## src/rtl/clock_pkg.sv

```systemverilog
// Shared clock-domain definitions: time constants, BCD digit type and the
// formatter FSM state encoding.
package clock_pkg;

    localparam logic [15:0] SEC_PER_HOUR = 16'd3600;
    localparam logic [15:0] SEC_PER_MIN  = 16'd60;
    localparam logic [15:0] SEC_PER_TEN  = 16'd10;

    typedef logic [3:0] bcd_digit_t;

    typedef enum logic [2:0] {
        IDLE    = 3'd0,
        HOURS   = 3'd1,
        MINUTES = 3'd2,
        TENS    = 3'd3,
        DONE    = 3'd4
    } hms_state_t;

endpackage

```

## src/rtl/bcd_incrementer.sv

```systemverilog
// Combinational multi-digit BCD +1 with digit-wise carry, an optional wrap
// value (next value becomes zero) and saturation at all nines.
module bcd_incrementer
    import clock_pkg::*;
#(
    parameter int                DIGITS   = 2,
    parameter bit                WRAP_EN  = 1'b0,
    parameter logic [4*DIGITS-1:0] WRAP_MAX = '0
) (
    input  logic [4*DIGITS-1:0] value_i,
    output logic [4*DIGITS-1:0] next_o,
    output logic                saturated_o
);

    logic [4*DIGITS-1:0] sum_s;
    logic                carry_s;
    bcd_digit_t          dig_s;

    // Ripple the +1 through the digits; carry out of the top means all nines.
    always_comb begin
        sum_s   = value_i;
        carry_s = 1'b1;
        dig_s   = 4'd0;
        for (int i = 0; i < DIGITS; i++) begin
            dig_s = value_i[4*i +: 4];
            if (carry_s) begin
                if (dig_s == 4'd9) begin
                    sum_s[4*i +: 4] = 4'd0;
                    carry_s         = 1'b1;
                end else begin
                    sum_s[4*i +: 4] = dig_s + 4'd1;
                    carry_s         = 1'b0;
                end
            end else begin
                sum_s[4*i +: 4] = dig_s;
            end
        end
    end

    // Wrap takes priority; otherwise an all-nines input holds and flags.
    always_comb begin
        next_o      = sum_s;
        saturated_o = 1'b0;
        if (WRAP_EN && (value_i == WRAP_MAX)) begin
            next_o      = '0;
            saturated_o = 1'b0;
        end else if (carry_s) begin
            next_o      = value_i;
            saturated_o = 1'b1;
        end else begin
            next_o      = sum_s;
            saturated_o = 1'b0;
        end
    end

endmodule

```

## src/rtl/hms_bcd_formatter.sv

```systemverilog
// Binary seconds to BCD hh:mm:ss by repeated subtraction, start/busy/done handshake.
// Build option HMS_MOD24_EN: hours wrap 23->00 (time of day), overflow never set.
module hms_bcd_formatter
    import clock_pkg::*;
#(
    parameter int N           = 19,
    parameter int HOUR_DIGITS = 3
) (
    input  logic                     clk,
    input  logic                     rst_n,
    input  logic [N-1:0]             value,
    input  logic                     start,
    output logic                     busy,
    output logic                     done,
    output logic                     valid,
    output logic [4*HOUR_DIGITS-1:0] hours_bcd,
    output logic [7:0]               min_bcd,
    output logic [7:0]               sec_bcd,
    output logic                     overflow
);

    localparam int HW = 4*HOUR_DIGITS;
    localparam logic [N-1:0] HOUR_N = N'(SEC_PER_HOUR);
    localparam logic [N-1:0] MIN_N  = N'(SEC_PER_MIN);
    localparam logic [N-1:0] TEN_N  = N'(SEC_PER_TEN);
`ifdef HMS_MOD24_EN
    localparam bit HRS_WRAP_EN = 1'b1;
`else
    localparam bit HRS_WRAP_EN = 1'b0;
`endif
    localparam logic [HW-1:0] HRS_WRAP_MAX = HW'(8'h23);

    hms_state_t    state_q, state_d;
    logic [N-1:0]  rem_q, rem_d;
    logic [HW-1:0] hrs_w_q, hrs_w_d;
    logic [7:0]    min_w_q, min_w_d;
    logic [7:0]    sec_w_q, sec_w_d;
    logic          ovf_w_q, ovf_w_d;
    logic          busy_q, busy_d;
    logic          done_q, done_d;
    logic          valid_q, valid_d;
    logic [HW-1:0] hours_q, hours_d;
    logic [7:0]    min_q, min_d;
    logic [7:0]    sec_q, sec_d;
    logic          ovf_q, ovf_d;

    logic [HW-1:0] hrs_inc_s;
    logic          hrs_sat_s;
    logic [7:0]    min_inc_s;
    logic          min_sat_s;

    bcd_incrementer #(
        .DIGITS   (HOUR_DIGITS),
        .WRAP_EN  (HRS_WRAP_EN),
        .WRAP_MAX (HRS_WRAP_MAX)
    ) u_hrs_inc (
        .value_i     (hrs_w_q),
        .next_o      (hrs_inc_s),
        .saturated_o (hrs_sat_s)
    );

    // Minutes never exceed 59 here, so its saturation flag stays low.
    bcd_incrementer #(
        .DIGITS   (2),
        .WRAP_EN  (1'b0),
        .WRAP_MAX (8'h00)
    ) u_min_inc (
        .value_i     (min_w_q),
        .next_o      (min_inc_s),
        .saturated_o (min_sat_s)
    );

    // Next-state and datapath: one subtraction per cycle, outputs only move in DONE.
    always_comb begin
        state_d = state_q;
        rem_d   = rem_q;
        hrs_w_d = hrs_w_q;
        min_w_d = min_w_q;
        sec_w_d = sec_w_q;
        ovf_w_d = ovf_w_q;
        busy_d  = busy_q;
        done_d  = 1'b0;
        valid_d = valid_q;
        hours_d = hours_q;
        min_d   = min_q;
        sec_d   = sec_q;
        ovf_d   = ovf_q;
        case (state_q)
            IDLE: begin
                if (start) begin
                    rem_d   = value;
                    hrs_w_d = '0;
                    min_w_d = 8'h00;
                    sec_w_d = 8'h00;
                    ovf_w_d = 1'b0;
                    busy_d  = 1'b1;
                    state_d = HOURS;
                end else begin
                    state_d = IDLE;
                end
            end
            HOURS: begin
                if (rem_q >= HOUR_N) begin
                    rem_d   = rem_q - HOUR_N;
                    hrs_w_d = hrs_inc_s;
                    ovf_w_d = ovf_w_q | hrs_sat_s;
                end else begin
                    state_d = MINUTES;
                end
            end
            MINUTES: begin
                if (rem_q >= MIN_N) begin
                    rem_d   = rem_q - MIN_N;
                    min_w_d = min_inc_s;
                    ovf_w_d = ovf_w_q | min_sat_s;
                end else begin
                    state_d = TENS;
                end
            end
            TENS: begin
                if (rem_q >= TEN_N) begin
                    rem_d        = rem_q - TEN_N;
                    sec_w_d[7:4] = sec_w_q[7:4] + 4'd1;
                end else begin
                    sec_w_d[3:0] = rem_q[3:0];
                    state_d      = DONE;
                end
            end
            DONE: begin
                hours_d = hrs_w_q;
                min_d   = min_w_q;
                sec_d   = sec_w_q;
                ovf_d   = ovf_w_q;
                done_d  = 1'b1;
                valid_d = 1'b1;
                busy_d  = 1'b0;
                state_d = IDLE;
            end
            default: begin
                state_d = IDLE;
                busy_d  = 1'b0;
            end
        endcase
    end

    // State, working and output registers.
    always_ff @(posedge clk or negedge rst_n) begin
        if (!rst_n) begin
            state_q <= IDLE;
            rem_q   <= '0;
            hrs_w_q <= '0;
            min_w_q <= 8'h00;
            sec_w_q <= 8'h00;
            ovf_w_q <= 1'b0;
            busy_q  <= 1'b0;
            done_q  <= 1'b0;
            valid_q <= 1'b0;
            hours_q <= '0;
            min_q   <= 8'h00;
            sec_q   <= 8'h00;
            ovf_q   <= 1'b0;
        end else begin
            state_q <= state_d;
            rem_q   <= rem_d;
            hrs_w_q <= hrs_w_d;
            min_w_q <= min_w_d;
            sec_w_q <= sec_w_d;
            ovf_w_q <= ovf_w_d;
            busy_q  <= busy_d;
            done_q  <= done_d;
            valid_q <= valid_d;
            hours_q <= hours_d;
            min_q   <= min_d;
            sec_q   <= sec_d;
            ovf_q   <= ovf_d;
        end
    end

    assign busy      = busy_q;
    assign done      = done_q;
    assign valid     = valid_q;
    assign hours_bcd = hours_q;
    assign min_bcd   = min_q;
    assign sec_bcd   = sec_q;
    assign overflow  = ovf_q;

endmodule

```

## config.mk

```make
export PLATFORM = sky130hd
export DESIGN_NAME = hms_bcd_formatter
export DESIGN_NICKNAME = d
export VERILOG_FILES = /design/src/rtl/clock_pkg.sv /design/src/rtl/bcd_incrementer.sv /design/src/rtl/hms_bcd_formatter.sv
export SDC_FILE = /design/constraint.sdc
export NUM_CORES = 1
export LEC_CHECK = 0
export ABC_AREA = 0
export CAP_MARGIN = 20
export CORE_MARGIN = 2
export CORE_UTILIZATION = 52
export DETAILED_ROUTE_END_ITERATION = 8
export PLACE_DENSITY = 0.79
export SYNTH_ARGS = -nofsm -noshare
export SYNTH_HDL_FRONTEND = slang
export SYNTH_SLANG_ARGS = --single-unit
```

## constraint.sdc

```tcl
create_clock -name clk -period 2.8 [get_ports clk]
set_clock_uncertainty 0.15 [all_clocks]
set_input_delay 0.42 -clock clk [delete_from_list [all_inputs] [get_ports clk]]
set_output_delay 0.42 -clock clk [all_outputs]
set_load 0.1 [all_outputs]
```

# After elaboration in Yosys (flattened, before gate mapping)
# Index checks and enable logic that the tools add are counted.
# op_classes
n_mux	46
n_lt_le_gt_ge	3
add_sub_neg	9
n_mul	0
shifts	0
n_reduce_logical	18
n_div	0
n_bitwise	3
eq_ne	21
# ops
operator	n
19-bit two-way mux	4
19-bit one-hot mux with 4 select lines	1
4-bit two-way mux	10
12-bit two-way mux	3
8-bit one-hot mux with 2 select lines	2
4-bit by 1-bit adder with 4-bit output (second input constant)	6
8-bit two-way mux	3
12-bit one-hot mux with 2 select lines	1
4-bit equality test (second input constant)	5
5-bit AND reduction	4
19-bit by 12-bit >= comparator with 1-bit output (second input constant)	1
19-bit by 4-bit >= comparator with 1-bit output (second input constant)	1
19-bit by 6-bit >= comparator with 1-bit output (second input constant)	1
19-bit by 12-bit subtractor with 19-bit output (second input constant)	1
19-bit by 4-bit subtractor with 19-bit output (second input constant)	1
19-bit by 6-bit subtractor with 19-bit output (second input constant)	1
2-bit inequality test (second input constant)	9
1-bit two-way mux	16
3-bit one-hot mux with 4 select lines	1
4-bit AND reduction	3
3-bit two-way mux	3
3-bit AND reduction	3
3-bit by 2-bit equality test with 1-bit output (second input constant)	2
2-bit by 1-bit inequality test with 1-bit output (second input constant)	3
other kinds (12)	15
# word_totals
n_memories	0
regBits	83
in_bits	22
ramBits	0
rom_bits	0
latch_bits	0
output_inout_bits	32

# Logic depth before layout (Yosys ltp)
# Gate-level depths: netlist of run 1.
# depth
word_depth	8
mapped_depth	10
mapped_depth_nobuf	8

# Hierarchy
# From an unflattened synthesis of run 1, not the netlist that was laid out.
# hier_totals
cells_unflattened	585
area_unflattened_um2	5370.2
# by_module_without_submodules
module	cells_per_inst	area_per_inst_um2	n_inst
hms_bcd_formatter	514	4888.4	1
bcd_incrementer at u_hrs_inc	45	312.8	1
bcd_incrementer at u_min_inc	26	168.9	1

# Least setup slack after synthesis of run 1
# No wires, ideal clock.
# synth_timing
kind	register -> register
from	register rem_q[15]
to	register rem_q[15]
path_stages_with_launch	10
synth_period_minus_slack_ns	2.666
setup_time_ns	0.121
t_arrival_ns	2.395
slack_ns	0.134
cell_sequence	dfrtp_1 buf_2 or4_1 buf_2 nor3_4 a41oi_4 o41ai_4 buf_6 nor2_1 o22a_1
# synth_via
elab_chain_len	3
# synth_lines
item	line	source
start, declared	hms_bcd_formatter.sv:34	logic [N-1:0] rem_q, rem_d;
start signal, assigned	hms_bcd_formatter.sv:164	rem_q <= rem_d;
19-bit by 4-bit subtractor with 19-bit output, or another cell as far along	hms_bcd_formatter.sv:122	rem_d = rem_q - TEN_N;
19-bit two-way mux, or another cell as far along	hms_bcd_formatter.sv:121	if (rem_q >= TEN_N) begin
19-bit one-hot mux with 4 select lines or 5-bit AND reduction (tied branches)	n/a	
# Several ways; a longest one is shown, not always the timed one. The select of a mux whose other input is x is not followed.
# A chain may end at the register's enable or synchronous reset.

# Worst setup path in the final report of run 1
# layout_timing
from	register rem_q[2]
to	register hrs_w_q[11]
# layout_via
elab_chain_len	3
# layout_lines
item	line	source
19-bit by 12-bit >= comparator with 1-bit output	hms_bcd_formatter.sv:103	if (rem_q >= HOUR_N) begin
2-bit inequality test (no source line)	n/a	
5-bit AND reduction (no source line)	n/a	
end signal, assigned	hms_bcd_formatter.sv:165	hrs_w_q <= hrs_w_d;
end, declared	hms_bcd_formatter.sv:35	logic [HW-1:0] hrs_w_q, hrs_w_d;
# Every way passes these cells.

==> results.json, run 1 <==
{
  "via_count": 4428,
  "netSwitchingPower_uw": 2670,
  "synth_edf_count": 0,
  "worstSetupPathType": "register to register",
  "syn2layout_area_growth_pct": 20.7,
  "post-route-period-util_pct": 97.3,
  "drt-total-wl_um": 13000,
  "total_power_uw": 5840,
  "clockBufferDepth": 2,
  "required_ps": 2940,
  "synthesis.nets": 560,
  "grt_antenna_before_repair": 0,
  "cts_tree": "done",
  "switching_share_pct": 45.8,
  "synth_top_area_share_pct": 42.2,
  "p_seq_share_pct": 31.6,
  "grt_pass1_wl_um": 21300,
  "arrival_ps": 2870,
  "yosys_warnings": 0,
  "relSlewSlack_pct": 57.1,
  "cp-end-kind": "register",
  "internal-power_uw": 3160,
  "period_minus_slack_ps": 2720,
  "yosysUniqueCellTypes": 63,
  "final.setup.tns_ps": 0,
  "ys_seq_elements": 83,
  "netlist_area_um2": 4920,
  "synth_area_leaders": "dfrtp_1 42%, mux2_2 6.9%, ha_1 4.8%, nor2_1 3.2%, o21ai_0 3.0%",
  "clkLatencyLatePin_ps": 380,
  "cts_root_buf": "clkbuf_8",
  "synthArstFlopShare_pct": 100,
  "grt_pass1_vias": 4230,
  "io_buffers": 53,
  "max_freq_mhz": 367,
  "synth_top_area_cell": "dfrtp_1",
  "first_iter_violations": 326,
  "rows": 35,
  "fin_util_pct": 64.6,
  "routedWlPerCell_um": 18.3,
  "status": "finished clean",
  "final_cells": 711,
  "finalSetupViolations": 0,
  "core_area_um2": 9200,
  "combPwrFrac_pct": 52.5,
  "cap_violations": 0,
  "drc": 0,
  "overflow": 0,
  "io_pins": 54,
  "nets": 636,
  "grt_max_degree": 62,
  "postCtsSetupRepairBufs": 0,
  "power.density_cell_area_nw_per_um2": 983,
  "hold-worst-slack_ps": 332,
  "clk_pin_slew_worst_paths_ps": 100,
  "ant_nets": 0,
  "clock_sinks": 83,
  "h-tree-depth": 3,
  "path_max_fanout": 6,
  "synth_area_per_cell_um2": 9.49,
  "nFillCells": 761,
  "postSynthCellCount": 519,
  "die_w_um": 101,
  "rsz0062_at_grt": "no",
  "drive_above_1_share_pct": 23.3,
  "worst_hold_path_type": "register to register",
  "initial_core_util_pct": 53.5,
  "die-area_um2": 10300,
  "worstSetupStartpointType": "register",
  "dr.pass1.iters": 5,
  "placed_cells": 694,
  "maxSlewViolCount": 0,
  "die_h_um": 101,
  "yosysSeqAreaShare_pct": 42.2,
  "worst_pin_slew_ps": 638,
  "p_leak_uw": 0.00268,
  "hold_viol": 0,
  "dpl.hpwl_um": 9200,
  "via_per_inst": 6.23,
  "ys.flop_type": "dfrtp_1",
  "insertedDiodeCount": 0,
  "peakVddDrop_uv": 589,
  "grt.total_usage_pct": 26.3,
  "gp_congestion": 0.999,
  "power_frac_clock_pct": 15.8,
  "cts_buffers": 9
}
cell usage after synthesis, types with 6 or more instances:
master and count:
nor2b_1 6, nor4_1 6, or2_2 8, a31oi_1 12, o211ai_1 6, nor3_1 18
nand4_1 8, o21ai_0 30, mux2_2 30, inv_1 16, ha_1 19, nand3_1 25
mux2i_1 7, nand2b_1 9, clkbuf_1 17, o31ai_1 8, dfrtp_1 83, nor2_1 42
nand2_1 39, a21oi_1 23
power groups by stage:
stage / sequential, µW / combinational (µW) / clock [µW]
6_report: 1850 / 3070 / 924
5_1_grt: 1900 / 3350 / 987
4_1_cts: 1830 / 3000 / 936
3_5_place_dp: 1850 / 2980 / 0
3_3_place_gp: 1830 / 2910 / 0
2_1_floorplan: 1730 / 2100 / 0
final timing paths:
check / from / end / slack [ps] / cells after the start
min reg2reg: valid / valid / 330 / 1
max reg2reg: rem_q[2] / hrs_w_q[11] / 80 / 9
min: valid / valid / 330 / 1
max: rem_q[2] / hrs_w_q[11] / 80 / 9
min in group asynchronous: rst_n / min_bcd[0] / 340 / 2
max in group asynchronous: rst_n / rem_q[1] / 1540 / 3
layer usage:
metal	up-vias	global-route usage (%)	part of all wire, %
met2	180	42.5	47
li1	2084	-	-
met5	-	0	0
met3	27	4.55	5.9
met4	0	8.94	2.1
met1	2137	36.0	45
area by class of cell:
type	count	area, µm²	area share [%]
well taps	111	139	2.34
inverters	16	60.1	1.01
multi-input cells	392	2680	45.1
clock inverters	7	87.6	1.47
clock buffers	9	124	2.08
repair buffers	93	776	13.1
flip-flops and latches	83	2080	35.0
cell usage in the layout, fill, tap and decap left out, drive strengths merged, types with 5 or more instances in the layout:
master	synthesis	final
a21oi	23	23
o22ai	5	5
inv	16	17
nor3	19	19
nor2b	6	6
a22oi	5	5
xnor2	5	5
mux2i	7	7
nand4	8	8
nor2	42	42
or2	8	8
nand3	25	25
mux2	30	30
o211ai	6	6
o21ai	32	32
a31oi	12	12
and2	5	5
clkdlybuf4s50	0	20
nand2	39	39
nand2b	9	9
nor4b	5	5
o31ai	8	8
ha	19	19
nor4	7	7
dfrtp	83	83
a21o	5	5
clkbuf	17	9
buf	11	72
flip-flops by register name, summed over array words and instances (netlist names), 3 cells and up:
| signal | flops |
|---|---|
| hrs_w_q | 12 |
| min_w_q | 8 |
| sec_w_q | 8 |
| min_bcd | 8 |
| state_q | 3 |
| hours_bcd | 12 |
| sec_bcd | 8 |
| rem_q | 19 |
timing repair:
item,4_1_cts,5_1_grt
setup endpoints to repair,0,4
hold endpoints to repair,22,0
hold buffers,1,0
gates resized for setup,0,4
worst max-delay path: stages, from the launching register on:
cell      delay (ps)
dfrtp_1          480
inv_1            190
ha_1             170
nor4bb_2         340
a211oi_2         160
buf_4            170
o211ai_1         230
nand4_1          210
or3_1            380
a21oi_1          150
cells by family after synthesis:
family                     after synthesis  synth area share (%)
and+or+nand+nor                        195                  20.7
AOI/OAI and AO/OA                      133                  18.8
DFF                                     83                  42.2
buffers and inverters                   44                  3.84
muxes                                   37                  8.28
adders and majority gates               19                  4.83
xor gates and xnor gates                 8                  1.42
metrics by stage:
stage | setup WS, ps | cell area [µm²]
3_3_place_gp | 220 | 5700
3_5_place_dp | 146 | 5700
2_1_floorplan | 134 | 4920
6_report | 75.8 | 5940
5_1_grt | 9.21 | 5940
4_1_cts | 115 | 5920
Note: power is estimated with default switching activity, not from simulation.
==> inputs of run 2 (changes only) <==
--- a/config.mk
+++ b/config.mk
@@ -10,6 +10,7 @@
 export CORE_MARGIN = 2
 export CORE_UTILIZATION = 52
 export DETAILED_ROUTE_END_ITERATION = 8
+export GPL_TIMING_DRIVEN = 0
 export PLACE_DENSITY = 0.79
 export SYNTH_ARGS = -nofsm -noshare
 export SYNTH_HDL_FRONTEND = slang
==> run 2 against run 1 <==
Effect of this change:
- clock power down 11%
- via count rose by 2.5%
- sequential share of layout area fell by 0.12 points
- largest cell class unchanged
- maximum frequency is 0.42% higher
- routed wire length increased by 6.1%
- setup slack better by 11 ps
- largest power group unchanged
- count of clock-buffer cells in the layout is 1 higher
- final cell count decreased by 0.14%
- critical path depth decreased by 4
- flip-flop and latch count is the same
==> results.json, run 2 (synthesis results as in run 1) <==
{
  "status": "finished clean",
  "grt_antenna_before_repair": 0,
  "grt_max_degree": 63,
  "die-area_um2": 10300,
  "dpl.hpwl_um": 9870,
  "p_leak_uw": 0.00254,
  "final_cells": 710,
  "clock_sinks": 83,
  "path_cells": "nand2b_1 > nor2_1 > nor2_1 > or4_1 > nand2_1",
  "finalSetupViolations": 0,
  "worstSetupStartpointType": "register",
  "clk_pin_slew_worst_paths_ps": 100,
  "arrival_ps": 2860,
  "worst_pin_slew_ps": 985,
  "layout_commonest_cell": "dfrtp_1",
  "worstSetupPathType": "register to register",
  "placed_cells": 684,
  "relSlewSlack_pct": 34.1,
  "die_w_um": 101,
  "cap_violations": 0,
  "die_h_um": 101,
  "insertedDiodeCount": 0,
  "via_count": 4539,
  "maxSlewViolCount": 0,
  "worst_hold_path_type": "register to register",
  "peakVddDrop_uv": 528,
  "io_pins": 54,
  "nets": 635,
  "drt-total-wl_um": 13800,
  "cts_root_buf": "clkbuf_8",
  "hold_viol": 0,
  "dr.pass1.iters": 6,
  "cp-end-kind": "register",
  "power.density_cell_area_nw_per_um2": 973,
  "cts_tree": "done",
  "nFillCells": 767,
  "path_max_fanout": 9,
  "crit_path_frequent_cell": "nor2_1",
  "drc": 0,
  "routedWlPerCell_um": 19.5,
  "grt_pass1_vias": 4334,
  "max_freq_mhz": 369,
  "regMostFlops": "rem_q",
  "post-route-period-util_pct": 96.9,
  "largest_reg_flops": 19,
  "rsz0062_at_grt": "no",
  "io_buffers": 53,
  "required_ps": 2950,
  "place_area_um2": 5620,
  "final_cell_mix": "81 x dfrtp_1, 52 x clkdlybuf4s50_1, 40 x nor2_1",
  "overflow": 0,
  "design_area_um2": 5970,
  "period_minus_slack_ps": 2710,
  "clockBufferDepth": 2,
  "rows": 35,
  "via_per_inst": 6.39,
  "grt.total_usage_pct": 27.9,
  "core_area_um2": 9200,
  "first_iter_violations": 430,
  "syn2layout_area_growth_pct": 21.2,
  "hold-worst-slack_ps": 321,
  "h-tree-depth": 3,
  "cts_buffers": 9,
  "drive_above_1_share_pct": 16.5,
  "ant_nets": 0,
  "gp_congestion": 0.905,
  "grt_pass1_wl_um": 22200,
  "cp_slowest_cell": "nor2_1",
  "clkLatencyLatePin_ps": 370,
  "initial_core_util_pct": 53.5,
  "slowest_delay_ps": 670
}
## run 2: cell types whose count changed in the layout (fill, tap and decap cells not counted), sizes merged
cell and change:
buf -48, clkdlybuf4s50 +32, clkbuf +16, clkinv -2
inv +2, bufinv -1
## run 2: path summary, 6_finish.rpt
kind / start / endpoint / slack, ps / cells after the start
max in group asynchronous: rst_n / sec_w_q[2] / 1560 / 3
max reg2reg: state_q[2] / hrs_w_q[10] / 90 / 5
max: state_q[2] / hrs_w_q[10] / 90 / 5
min: valid / valid / 320 / 1
min reg2reg: valid / valid / 320 / 1
min in group asynchronous: rst_n / rem_q[13] / 330 / 2
## run 2: metrics by stage
stage,util (%),setup slack (ps),TNS [ps],total power [µW]
after global routing,64.9,3.44,0,6200
after CTS,63.9,-0.0790,-0.0790,5620
final,64.9,87.1,0,5810
after floorplan,-,134,0,3840
after global placement,60.8,-1850,-157640,4600
after detailed placement,61.1,-389,-5420,4690
## run 2: power breakdown
group	internal [µW]	switching (µW)	leakage, µW
clock	334	491	0.0000852
combinational	1200	1890	0.00136
sequential	1480	417	0.00110
total	3010	2800	0.00254
## run 2: per-layer routing
metal	up-vias	GRT usage (%)	part of all wire (%)
li1	2071	-	-
met1	2184	38.7	42
met2	246	43.6	46
met3	38	5.38	8.9
met4	0	10.7	2.7
met5	-	0	0
## run 2: critical path: cells and delay by family, from the launching register on
family	cells	cell delay, ps
flip-flops	1	470
AND/OR/NAND/NOR	5	2020
## run 2: timing repair
item / 4_1_cts / 5_1_grt
resized for setup: 8 / 19
hold buffers: 1 / 0
cloned: 1 / 0
pin swaps: 3 / 6
endpoints found under the hold margin: 21 / 0
setup endpoints to repair: 31 / 34
setup buffers: 6 / 6
## run 2: final cells by class
class	instances	area [µm²]	share of cell area, %
Buffer	24	124	2.08
Clock buffer	10	128	2.14
Clock inverter	6	48.8	0.817
Inverter	16	60.1	1.01
Multi-Input combinational cell	392	2720	45.6
Sequential cell	83	2080	34.8
Tap cell	111	139	2.33
Timing Repair Buffer	68	671	11.2
==> inputs of run 3 (changes only) <==
--- a/config.mk
+++ b/config.mk
@@ -9,6 +9,7 @@
 export CAP_MARGIN = 20
 export CORE_MARGIN = 2
 export CORE_UTILIZATION = 52
+export CTS_CLUSTER_SIZE = 24
 export DETAILED_ROUTE_END_ITERATION = 8
 export GPL_TIMING_DRIVEN = 0
 export PLACE_DENSITY = 0.79
==> results of run 3 <==
Same layout as run 2: the final DEF is identical, and so are final timing and power.
